File: src/rtl/acc_seq_ctrl.sv
// Accelerator job sequencer: streams a source block into the accelerator,
// waits for compute, then reads back result beats under consumer backpressure.
module acc_seq_ctrl #(
  parameter logic [31:0] ACC_BASE    = 32'h1000_0000,
  parameter int          LOAD_WORDS  = 25,
  parameter logic [31:0] RES_OFFSET  = 32'h0000_0064,
  parameter int          RD_BEATS    = 4,
  parameter int          WAIT_CYCLES = 10
) (
  input  logic        clk,
  input  logic        reset_n,
  input  logic        start,
  input  logic [31:0] src_base,
  input  logic        abort,
  output logic        src_en,
  output logic [31:0] src_addr,
  input  logic [31:0] src_rdata,
  output logic        acc_en_w,
  output logic        acc_en_r,
  output logic [31:0] acc_addr,
  output logic [31:0] acc_wdata,
  input  logic [63:0] acc_rdata,
  output logic        res_valid,
  output logic [63:0] res_data,
  input  logic        res_ready,
  output logic        busy,
  output logic        done
);

  localparam int CNT_MAX = (LOAD_WORDS > WAIT_CYCLES) ? LOAD_WORDS : WAIT_CYCLES;
  localparam int CNT_W   = $clog2(CNT_MAX + 1);
  localparam int BEAT_W  = (RD_BEATS > 1) ? $clog2(RD_BEATS) : 1;
  localparam logic [31:0] RES_BASE = ACC_BASE + RES_OFFSET;

  typedef enum logic [2:0] {
    S_IDLE, S_LOAD, S_WAIT, S_RD_REQ, S_RD_CAP, S_OUT, S_DONE
  } state_t;

  state_t             state, state_n;
  logic [CNT_W-1:0]   cnt, cnt_n;
  logic [BEAT_W-1:0]  beat, beat_n;
  logic [31:0]        base_q, base_n;

  always_ff @(posedge clk or negedge reset_n) begin
    if (!reset_n) begin
      state    <= S_IDLE;
      cnt      <= '0;
      beat     <= '0;
      base_q   <= '0;
      res_data <= '0;
    end else begin
      state  <= state_n;
      cnt    <= cnt_n;
      beat   <= beat_n;
      base_q <= base_n;
      if (state == S_RD_CAP) res_data <= acc_rdata;
    end
  end

  // Write data is the source read data passed straight through; the fetch of
  // word k and the write of word k-1 overlap in the same LOAD cycle.
  assign acc_wdata = src_rdata;
  assign busy      = (state != S_IDLE);

  always_comb begin
    state_n   = state;
    cnt_n     = cnt;
    beat_n    = beat;
    base_n    = base_q;
    src_en    = 1'b0;
    src_addr  = '0;
    acc_en_w  = 1'b0;
    acc_en_r  = 1'b0;
    acc_addr  = '0;
    res_valid = 1'b0;
    done      = 1'b0;
    case (state)
      S_IDLE: begin
        if (start) begin
          base_n  = src_base;
          cnt_n   = '0;
          beat_n  = '0;
          state_n = S_LOAD;
        end
      end
      S_LOAD: begin
        if (cnt < CNT_W'(LOAD_WORDS)) begin
          src_en   = 1'b1;
          src_addr = base_q + (32'(cnt) << 2);
        end
        if (cnt != '0) begin
          acc_en_w = 1'b1;
          acc_addr = ACC_BASE + ((32'(cnt) - 32'd1) << 2);
        end
        if (cnt == CNT_W'(LOAD_WORDS)) begin
          cnt_n   = '0;
          state_n = S_WAIT;
        end else begin
          cnt_n = cnt + CNT_W'(1);
        end
      end
      S_WAIT: begin
        if (cnt == CNT_W'(WAIT_CYCLES - 1)) begin
          cnt_n   = '0;
          state_n = S_RD_REQ;
        end else begin
          cnt_n = cnt + CNT_W'(1);
        end
      end
      S_RD_REQ: begin
        acc_en_r = 1'b1;
        acc_addr = RES_BASE + (32'(beat) << 3);
        state_n  = S_RD_CAP;
      end
      S_RD_CAP: state_n = S_OUT;
      S_OUT: begin
        res_valid = 1'b1;
        if (res_ready) begin
          if (beat == BEAT_W'(RD_BEATS - 1)) begin
            state_n = S_DONE;
          end else begin
            beat_n  = beat + BEAT_W'(1);
            state_n = S_RD_REQ;
          end
        end
      end
      S_DONE: begin
        done    = 1'b1;
        state_n = S_IDLE;
      end
      default: state_n = S_IDLE;
    endcase
    // Abort wins over everything and silences the bus in the abort cycle too.
    if (abort && state != S_IDLE) begin
      state_n   = S_IDLE;
      src_en    = 1'b0;
      src_addr  = '0;
      acc_en_w  = 1'b0;
      acc_en_r  = 1'b0;
      acc_addr  = '0;
      res_valid = 1'b0;
      done      = 1'b0;
    end
  end

endmodule

File: config.mk
export PLATFORM = sky130hd
export DESIGN_NAME = acc_seq_ctrl
export DESIGN_NICKNAME = d
export VERILOG_FILES = /design/src/rtl/acc_seq_ctrl.sv
export SDC_FILE = /design/constraint.sdc
export NUM_CORES = 1
export LEC_CHECK = 0
export ABC_CLOCK_PERIOD_IN_PS = 2800
export CAP_MARGIN = 20
export CORE_MARGIN = 3
export CORE_UTILIZATION = 35
export CTS_BUF_LIST = sky130_fd_sc_hd__clkbuf_8
export DETAILED_ROUTE_END_ITERATION = 10
export GPL_TIMING_DRIVEN = 0
export PLACE_DENSITY = 0.75
export RECOVER_POWER = 100
export SYNTH_ARGS = -nofsm -noshare
export SYNTH_HDL_FRONTEND = slang
export SYNTH_SLANG_ARGS = --single-unit
File: constraint.sdc
create_clock -name clk -period 2.8 [get_ports clk]
set_input_delay 0.56 -clock clk [delete_from_list [all_inputs] [get_ports clk]]
set_output_delay 0.56 -clock clk [all_outputs]
set_load 0.03 [all_outputs]
==> run summary, run 1 <==
The number of global-route vias before repair was 5,026. In the final design database the tool counted 992 nets. The die width is 135 microns. For the sum of negative setup slack, the log shows -19,670 ps. Setup violations remaining at the end of the flow were counted as 61. The sequential fraction of the synthesis area was 0.459; the total grt overflow was 0. Across the whole layout, storage elements account for 2660 sq um.

In this run, synthesis produced a sequential element count of 106. The completed layout was analyzed and its total power is 6.04 mW. After routing the design area is 9790 sq um. The setup slack after placement was -1400 ps. The number of pins exceeding their max-slew limit in the final report is 40, and the maximum cell stage delay along the critical path is 410 ps. The longest clock path from root to sink contains 2 buffers. Clock tree synthesis found a total of 106 sinks.

The max-capacitance violation count came out at 1. The area of the multi-input gates was 2970 sq um; the violation count after the first detailed-route iteration was 159. The portion of the clock cycle consumed by the worst path in the final layout was 1.18. The kind of cell adding the most delay to the critical path is compound AO/OA/AOI/OAI gates. Async set-reset flop share out of synthesis: 1.00. The starting density of the core is 0.361. The logs give -511 ps for the setup slack after layout and 508 ps for the worst-case hold slack. The die covers 18,100 sq um.

Port buffering added 261 buffers. The H-tree generated during clock tree synthesis spans 3 levels. The floorplan step set the die height to 135 microns. The filler cells instantiated in the layout total 1,291. The run finished, with violations left. The share of Yosys cell area claimed by the top area cell type came out at 0.459. The run gives 0 as the final antenna-violating net count. The clock root buffer is sky130_fd_sc_hd__clkbuf_8. The share of final-layout standard cells stronger than drive strength 1 is 0.415, and the routed via count is 5,086.

Counting flops with a built-in enable in the synthesized netlist gives 0. Data on the critical path arrives at its endpoint at 2750 ps. The tools report the total inserted antenna cells as 0. Wires add up to 18,200 microns. After clock tree synthesis, the clock-pin slew on the worst setup and hold paths is 110 ps. Each instance of the synthesized netlist takes up on average 11.0 sq um. The area growth from synthesis to layout is 69.4%. The HPWL after detailed placement is 13,000 microns. Dividing the detail-routed via count by the number of cells gives 4.75.

The tools report the kind of capture point of the worst setup path as an output port. The tools report the number of standard-cell rows in the floorplan as 46. In the final routed layout, each cell accounts on average for 17.1 microns. The setup path with the least slack is of type reg -> out. Yosys printed 0 warnings. Of all nets on the critical path, the largest fanout is 4. For the relative max-transition margin, the log shows -0.439. The first TritonRoute pass finished after 4 iterations. The signal on the critical path passes through ha_4 -> inv_2 -> fa_2 -> and2b_1 -> o211ai_1 -> buf_4 -> a2111oi_4 -> xnor2_1 -> nor2_2 -> buf_6.

TritonCTS built the clock tree. The number of antenna violations at the first check in global routing was 0. The biggest area contributor in the post-synthesis netlist is sky130_fd_sc_hd__dfrtp_1. The run gives 0 as the total DRC errors in the routed layout.

Data on the critical path is required at its endpoint by 2240 ps. The most used flip-flop cell after synthesis is sky130_fd_sc_hd__dfrtp_1. The logs give 0.188 for the overall routing resource usage and 52 for the count of cell types in the netlist. Setup repair after global routing could not meet its margin everywhere. The tools report the category of the worst setup path launch point as a register.

The first global-routing pass estimated 26,700 microns of wire. The tools report the routability-driven placement congestion ratio as 0.824. Clock tree synthesis inserted a total of 9 buffers. The run gives 299 as the count of boundary I/O pins. For this design, the slowest cell found on the critical path is sky130_fd_sc_hd__dfrtp_2. VDD sags by at most 0.000435 V. Power spread over the standard cell area amounts to 616 nW/um^2. Counting every instance in the synthesized netlist gives 526.

The critical path contains buffers and inverters numbering 3 combined. The path class of the tightest hold or removal check is reg -> reg. The cell area that synthesis handed to floorplanning was 5780 sq um. Once placement finished, the instance area stood at 8760 sq um. Based on the critical path, the design can be clocked at up to 302 MHz. Clock period minus worst slack: 3310 ps.

Entering global routing, the biggest net connects 69 pins. Leaving out fill and tap cells, the most frequent cells in the layout are sky130_fd_sc_hd__dfrtp_1 (103), sky130_fd_sc_hd__clkdlybuf4s50_1 (98), sky130_fd_sc_hd__dlygate4sd3_1 (97). For the cell leakage power, the log shows 4.50 nW.

By area the synthesized netlist is led by sky130_fd_sc_hd__dfrtp_1 (46%), sky130_fd_sc_hd__mux2_2 (17%), sky130_fd_sc_hd__buf_4 (7.4%). For the pin with the worst max-slew slack, the measured transition is 2160 ps. The checks that failed: capacitance limit, slew limit, setup timing. Leaving out fill and tap cells, the most frequent cell in the layout is sky130_fd_sc_hd__dfrtp_1. The run gives 16,000 sq um as the area of the core region. Clock latency on the worst-skew pair, taken at its later pin, is 390 ps. The logs give 8.37 ps for the worst setup skew after layout and 0 for the count of endpoints failing hold in the final timing report.
==> final timing paths <==
kind                                       endpoint                startpoint  slack, ps  cells past startpoint
max reg2reg                  base_q[29]$_DFFE_PN0P_      state[0]$_DFFE_PN0P_        130                      5
min reg2reg                res_data[25]$_DFFE_PN0P_  res_data[25]$_DFFE_PN0P_        510                      1
max in group asynchronous  res_data[49]$_DFFE_PN0P_                   reset_n        180                      2
max                                    src_addr[30]        cnt[0]$_DFFE_PN0P_       -510                     10
min                        res_data[25]$_DFFE_PN0P_  res_data[25]$_DFFE_PN0P_        510                      1
min in group asynchronous     base_q[1]$_DFFE_PN0P_                   reset_n        780                      1
==> sequential cells by signal, summed over array words and instances (netlist names) <==
name / cells
state: 3
res_data: 64
beat: 2
base_q: 32
cnt: 5
==> area by class of cell <==
class                   instances  share of cell area
repair buffers                306               0.309
multi-input cells             328               0.303
flip-flops and latches        106               0.271
plain buffers                  82              0.0599
well taps                     216              0.0276
clock buffers                  10              0.0141
clock inverters                 6             0.00830
inverters                      16             0.00664
==> cells in the mapped netlist, drive strengths merged, types with 2 or more instances <==
cell type  count
o2111ai        2
nor2          39
inv           16
a21oi         17
and4           5
o31ai          3
clkbuf         8
xor2           8
nand2         23
nand4          4
nor3b          2
and3           6
nor3           7
buf           75
mux2          92
or3            9
dfrtp        106
a211oi         9
o211ai         5
o21ai         24
a2111oi        3
nand2b         5
xnor2         17
nand3         12
ha             9
nor2b          5
o32ai          2
==> layer usage <==
layer	part of all wire	GRT usage	vias up
met4	0.012	0.0368	0
met3	0.11	0.0991	18
li1	-	-	2407
met2	0.50	0.314	216
met5	0	0	-
met1	0.37	0.217	2445
==> what timing repair did <==
action / in CTS / in global routing
pin swaps: 27 / 33
setup endpoints to repair: 64 / 61
setup buffers: 23 / 20
hold buffers: 0 / 0
gates resized for setup: 425 / 123
cloned: 3 / 2
==> power breakdown <==
part	switching (mW)	total (mW)	internal (mW)	leakage, nW
clock network	0.597	1.06	0.459	0.111
registers	0.255	2.03	1.78	1.38
logic	1.52	2.95	1.43	3.00
==> per-stage QoR <==
stage / utilization / cells
3_5_place_dp: 0.547 / 1008
3_3_place_gp: 0.546 / 1007
5_1_grt: 0.612 / 1070
6_report: 0.612 / 1070
2_1_floorplan: - / 530
4_1_cts: 0.584 / 1050
==> logic make-up (layout without fill, tap and decap cells) <==
family	Yosys count	count (layout)	synth area share
other	1	5	0.000649
adders and majority gates	10	10	0.0229
xor gates and xnor gates	25	25	0.0379
AOI/OAI and AO/OA	70	70	0.0814
and+or+nand+nor	123	126	0.111
buffers and inverters	99	420	0.108
DFF	106	106	0.459
muxes	92	92	0.179
Note: power is estimated with default switching activity, not from simulation.
==> run 2, diff against run 1 <==
- CORE_UTILIZATION: 35 -> 37
- PLACE_DENSITY: 0.75 -> 0.79
==> run 2 against run 1 <==
Against the previous run: the flow still finishes with violations (capacitance limit, slew limit, setup timing); clock skew hardly changed; utilization is 0.78 points lower; global-route usage is 0.26 points lower; combinational power is 15% lower; maximum frequency is 1.2% higher; clock-buffer cell count is 1 lower; critical path type unchanged; largest cell class unchanged; highest routed layer unchanged.
==> run summary, run 2 (synthesized netlist as in run 1, its figures left out) <==
The register clock-pin slew on the reported worst setup and hold paths is 110 ps (about the same). The vertical die dimension was 131 microns (-2.6%). The sum of negative setup slack was -7020 ps (+12,660 ps). The classification of the worst setup path is reg -> out. The run gives 0.169 (-0.006) as the part of the total power dissipated in the clock network. Maximum net fanout on the critical path: 5 (+1). The tools report the worst setup skew after layout as 8.05 ps (-0.315 ps).

The worst hold path belongs to the class reg -> reg. Transition at the pin with the smallest max-transition slack: 2290 ps (+135 ps). The tools report the number of standard-cell rows in the floorplan as 45 (-2.2%). STA classifies the critical path startpoint as a register. The overall routing resource usage was 0.185 (-0.00258). Portion of total power attributed to sequential cells: 0.370 (+0.033). The final wirelength came out at 16,800 microns (-8.1%).

The pin count of the biggest net entering global routing is 68 (-1.4%), and the number of antenna violations at the first check in global routing is 0 (unchanged). The tools report the count of boundary I/O pins as 299 (unchanged). Number of nets at the end of the flow: 968 (-2.4%). CTS sink count: 106 (unchanged). The area of the core region was 15,300 sq um (-4.6%); the die outline area was 17,200 sq um (-5.2%). The count of fill cells added during filler insertion is 1,262 (-2.2%).

The kind of capture point of the worst setup path was an output port. The most common library cell in the layout ignoring fill and taps is sky130_fd_sc_hd__dfrtp_1. Level count of the clock H-tree: 3 (unchanged). The cell leakage power was 4.32 nW (-3.9%); the total inserted antenna cells was 0 (unchanged). For the clock latency at the later pin of the worst-skew pair, the log shows 380 ps (about the same).

The average via count per standard cell was 4.78 (+0.50%); the routed via count was 4,968 (-2.3%). In the final layout, the registers with the most flip-flops are res_data x64, base_q x32, cnt x5. The number of flip-flops in the largest register is 64 (unchanged). For the first-pass detailed-route iteration total, the log shows 4 (unchanged). The die width was 131 microns (-2.6%).

The setup slack after layout was -473 ps (+38.1 ps). The run gives 35 (-43%) as the number of setup violations in the final report. The max-capacitance violation count was 1 (unchanged). The register with the most flip-flops was res_data. TritonCTS built the clock tree.

The logs give 24,800 microns (-7.1%) for the global-route wire length before repair and 214 (+35%) for the violation count after the first detailed-route iteration. The run finished, with violations left. CTS placed an instance of sky130_fd_sc_hd__clkbuf_8 at the clock tree root. The share of final-layout standard cells stronger than drive strength 1 is 0.373 (-0.0418), and the starting density of the core is 0.379 (+0.0176). Final antenna-violating net count: 0 (unchanged). The power density of the placed cells works out to 592 nW/um^2 (-3.9%). The tools report the switching power of the nets as 2.17 mW (-8.3%). Placed cell count: 1,003 (-0.50%). The top cell types in the final layout, fill and taps aside, are sky130_fd_sc_hd__dfrtp_1 (104), sky130_fd_sc_hd__clkdlybuf4s50_1 (98), sky130_fd_sc_hd__dlygate4sd3_1 (97). The worst endpoint required time is 2240 ps (about the same), and the number of global-route vias before repair is 4,870 (-3.1%). The largest buffer count on any clock path is 2 (unchanged).

The final reports fail on capacitance limit, slew limit, setup timing. The number of buffers created by CTS is 9 (unchanged), and the switching share of power is 0.398 (+0.00568). The clock period minus worst slack is 3270 ps (-38.1 ps), and the count of non-filler cells in the finished layout is 1,040 (-2.8%).

The average wire length per cell after detail routing is 16.1 microns (-5.5%). For the number of pins exceeding their max-slew limit in the final report, the log shows 41 (+2.5%). The total grt overflow was 0 (unchanged); the highest attainable clock frequency was 306 MHz (+1.2%). Setup repair after global routing could not meet its margin everywhere.

The largest vdd supply drop came out at 0.000434 V (-0.29%). The area growth from synthesis to layout came out at 59.5%. The internal power consumption came out at 3.29 mW (-10%). The HPWL reported at the end of detailed placement is 12,600 microns (-3.3%). The port buffer count was 261 (unchanged).

For the total DRC errors in the routed layout, the log shows 0 (unchanged). For the critical path arrival, the log shows 2710 ps (-40 ps). Routability-driven placement congestion ratio: 0.817 (-0.84%).

The run gives -0.529 (-0.0900) as the relative max-transition margin. Post-route core utilization: 0.604 (-0.00779). For the count of endpoints failing hold in the final timing report, the log shows 0 (unchanged). The combinational share of power came out at 0.461 (-0.027). The portion of the clock cycle consumed by the worst path in the final layout works out to 1.17 (-0.0136).
## run 2: power groups by stage
stage	Clock, mW	Sequential [mW]	Combinational, mW
final	0.924	2.02	2.52
after global routing	1.03	2.06	2.71
after CTS	0.969	2.01	2.51
after detailed placement	0	2.05	2.33
after global placement	0	2.04	2.30
after floorplan	0	2.08	1.40
## run 2: cell type report
type,instances,area (sq um),share of cell area
Multi-Input combinational cell,328,2810,0.304
Timing Repair Buffer,281,2670,0.289
Sequential cell,106,2660,0.288
Buffer,83,592,0.0642
Tap cell,211,264,0.0286
Clock buffer,9,124,0.0134
Inverter,16,60.1,0.00651
Clock inverter,6,55.1,0.00597
## run 2: per-layer routing
| layer | vias up | global-route usage | share of wire |
|---|---|---|---|
| met5 | - | 0 | 0 |
| met4 | 0 | 0.0478 | 0.017 |
| met3 | 17 | 0.0907 | 0.11 |
| met2 | 208 | 0.304 | 0.50 |
| met1 | 2371 | 0.218 | 0.38 |
| li1 | 2372 | - | - |
## run 2: repair_timing
action	in CTS	in global routing
endpoints found under the hold margin	0	0
hold buffers	0	0
endpoints found under the setup margin	63	54
buffers inserted	11	6
resized for setup	365	47
gates cloned	5	0
pin swaps	19	10
## run 2: through the flow
| step | total power [mW] | hold slack (ps) | instance area (sq um) | worst slack [ps] |
|---|---|---|---|---|
| final | 5.46 | 508 | 9220 | -473 |
| after global placement | 4.34 | 473 | 8730 | -3460 |
| after CTS | 5.49 | 157 | 9170 | -565 |
| after global routing | 5.80 | 522 | 9220 | -680 |
| after floorplan | 3.48 | 264 | 5850 | 0.126 |
| after detailed placement | 4.39 | 485 | 8750 | -1280 |
## run 2: final timing paths
| kind | startpoint | endpoint | slack, ps | cells past startpoint |
|---|---|---|---|---|
| worst max register to register | state[0]$_DFFE_PN0P_ | base_q[27]$_DFFE_PN0P_ | 150 | 5 |
| worst min-delay path | res_data[2]$_DFFE_PN0P_ | res_data[2]$_DFFE_PN0P_ | 510 | 1 |
| worst max-delay path | base_q[2]$_DFFE_PN0P_ | src_addr[18] | -470 | 11 |
| worst min register to register | res_data[2]$_DFFE_PN0P_ | res_data[2]$_DFFE_PN0P_ | 510 | 1 |
| max in group asynchronous | reset_n | res_data[16]$_DFFE_PN0P_ | 410 | 2 |
| min in group asynchronous | reset_n | base_q[1]$_DFFE_PN0P_ | 850 | 1 |
## run 2: worst max-delay path, cell delays in order, from the launching register on
cell	delay, ps
sky130_fd_sc_hd__dfrtp_1	400
sky130_fd_sc_hd__ha_4	150
sky130_fd_sc_hd__inv_2	30
sky130_fd_sc_hd__fa_2	330
sky130_fd_sc_hd__and2b_1	230
sky130_fd_sc_hd__o211ai_1	220
sky130_fd_sc_hd__buf_4	240
sky130_fd_sc_hd__buf_4	140
sky130_fd_sc_hd__a211oi_2	230
sky130_fd_sc_hd__xnor2_1	170
sky130_fd_sc_hd__nor2_2	60
sky130_fd_sc_hd__buf_6	130
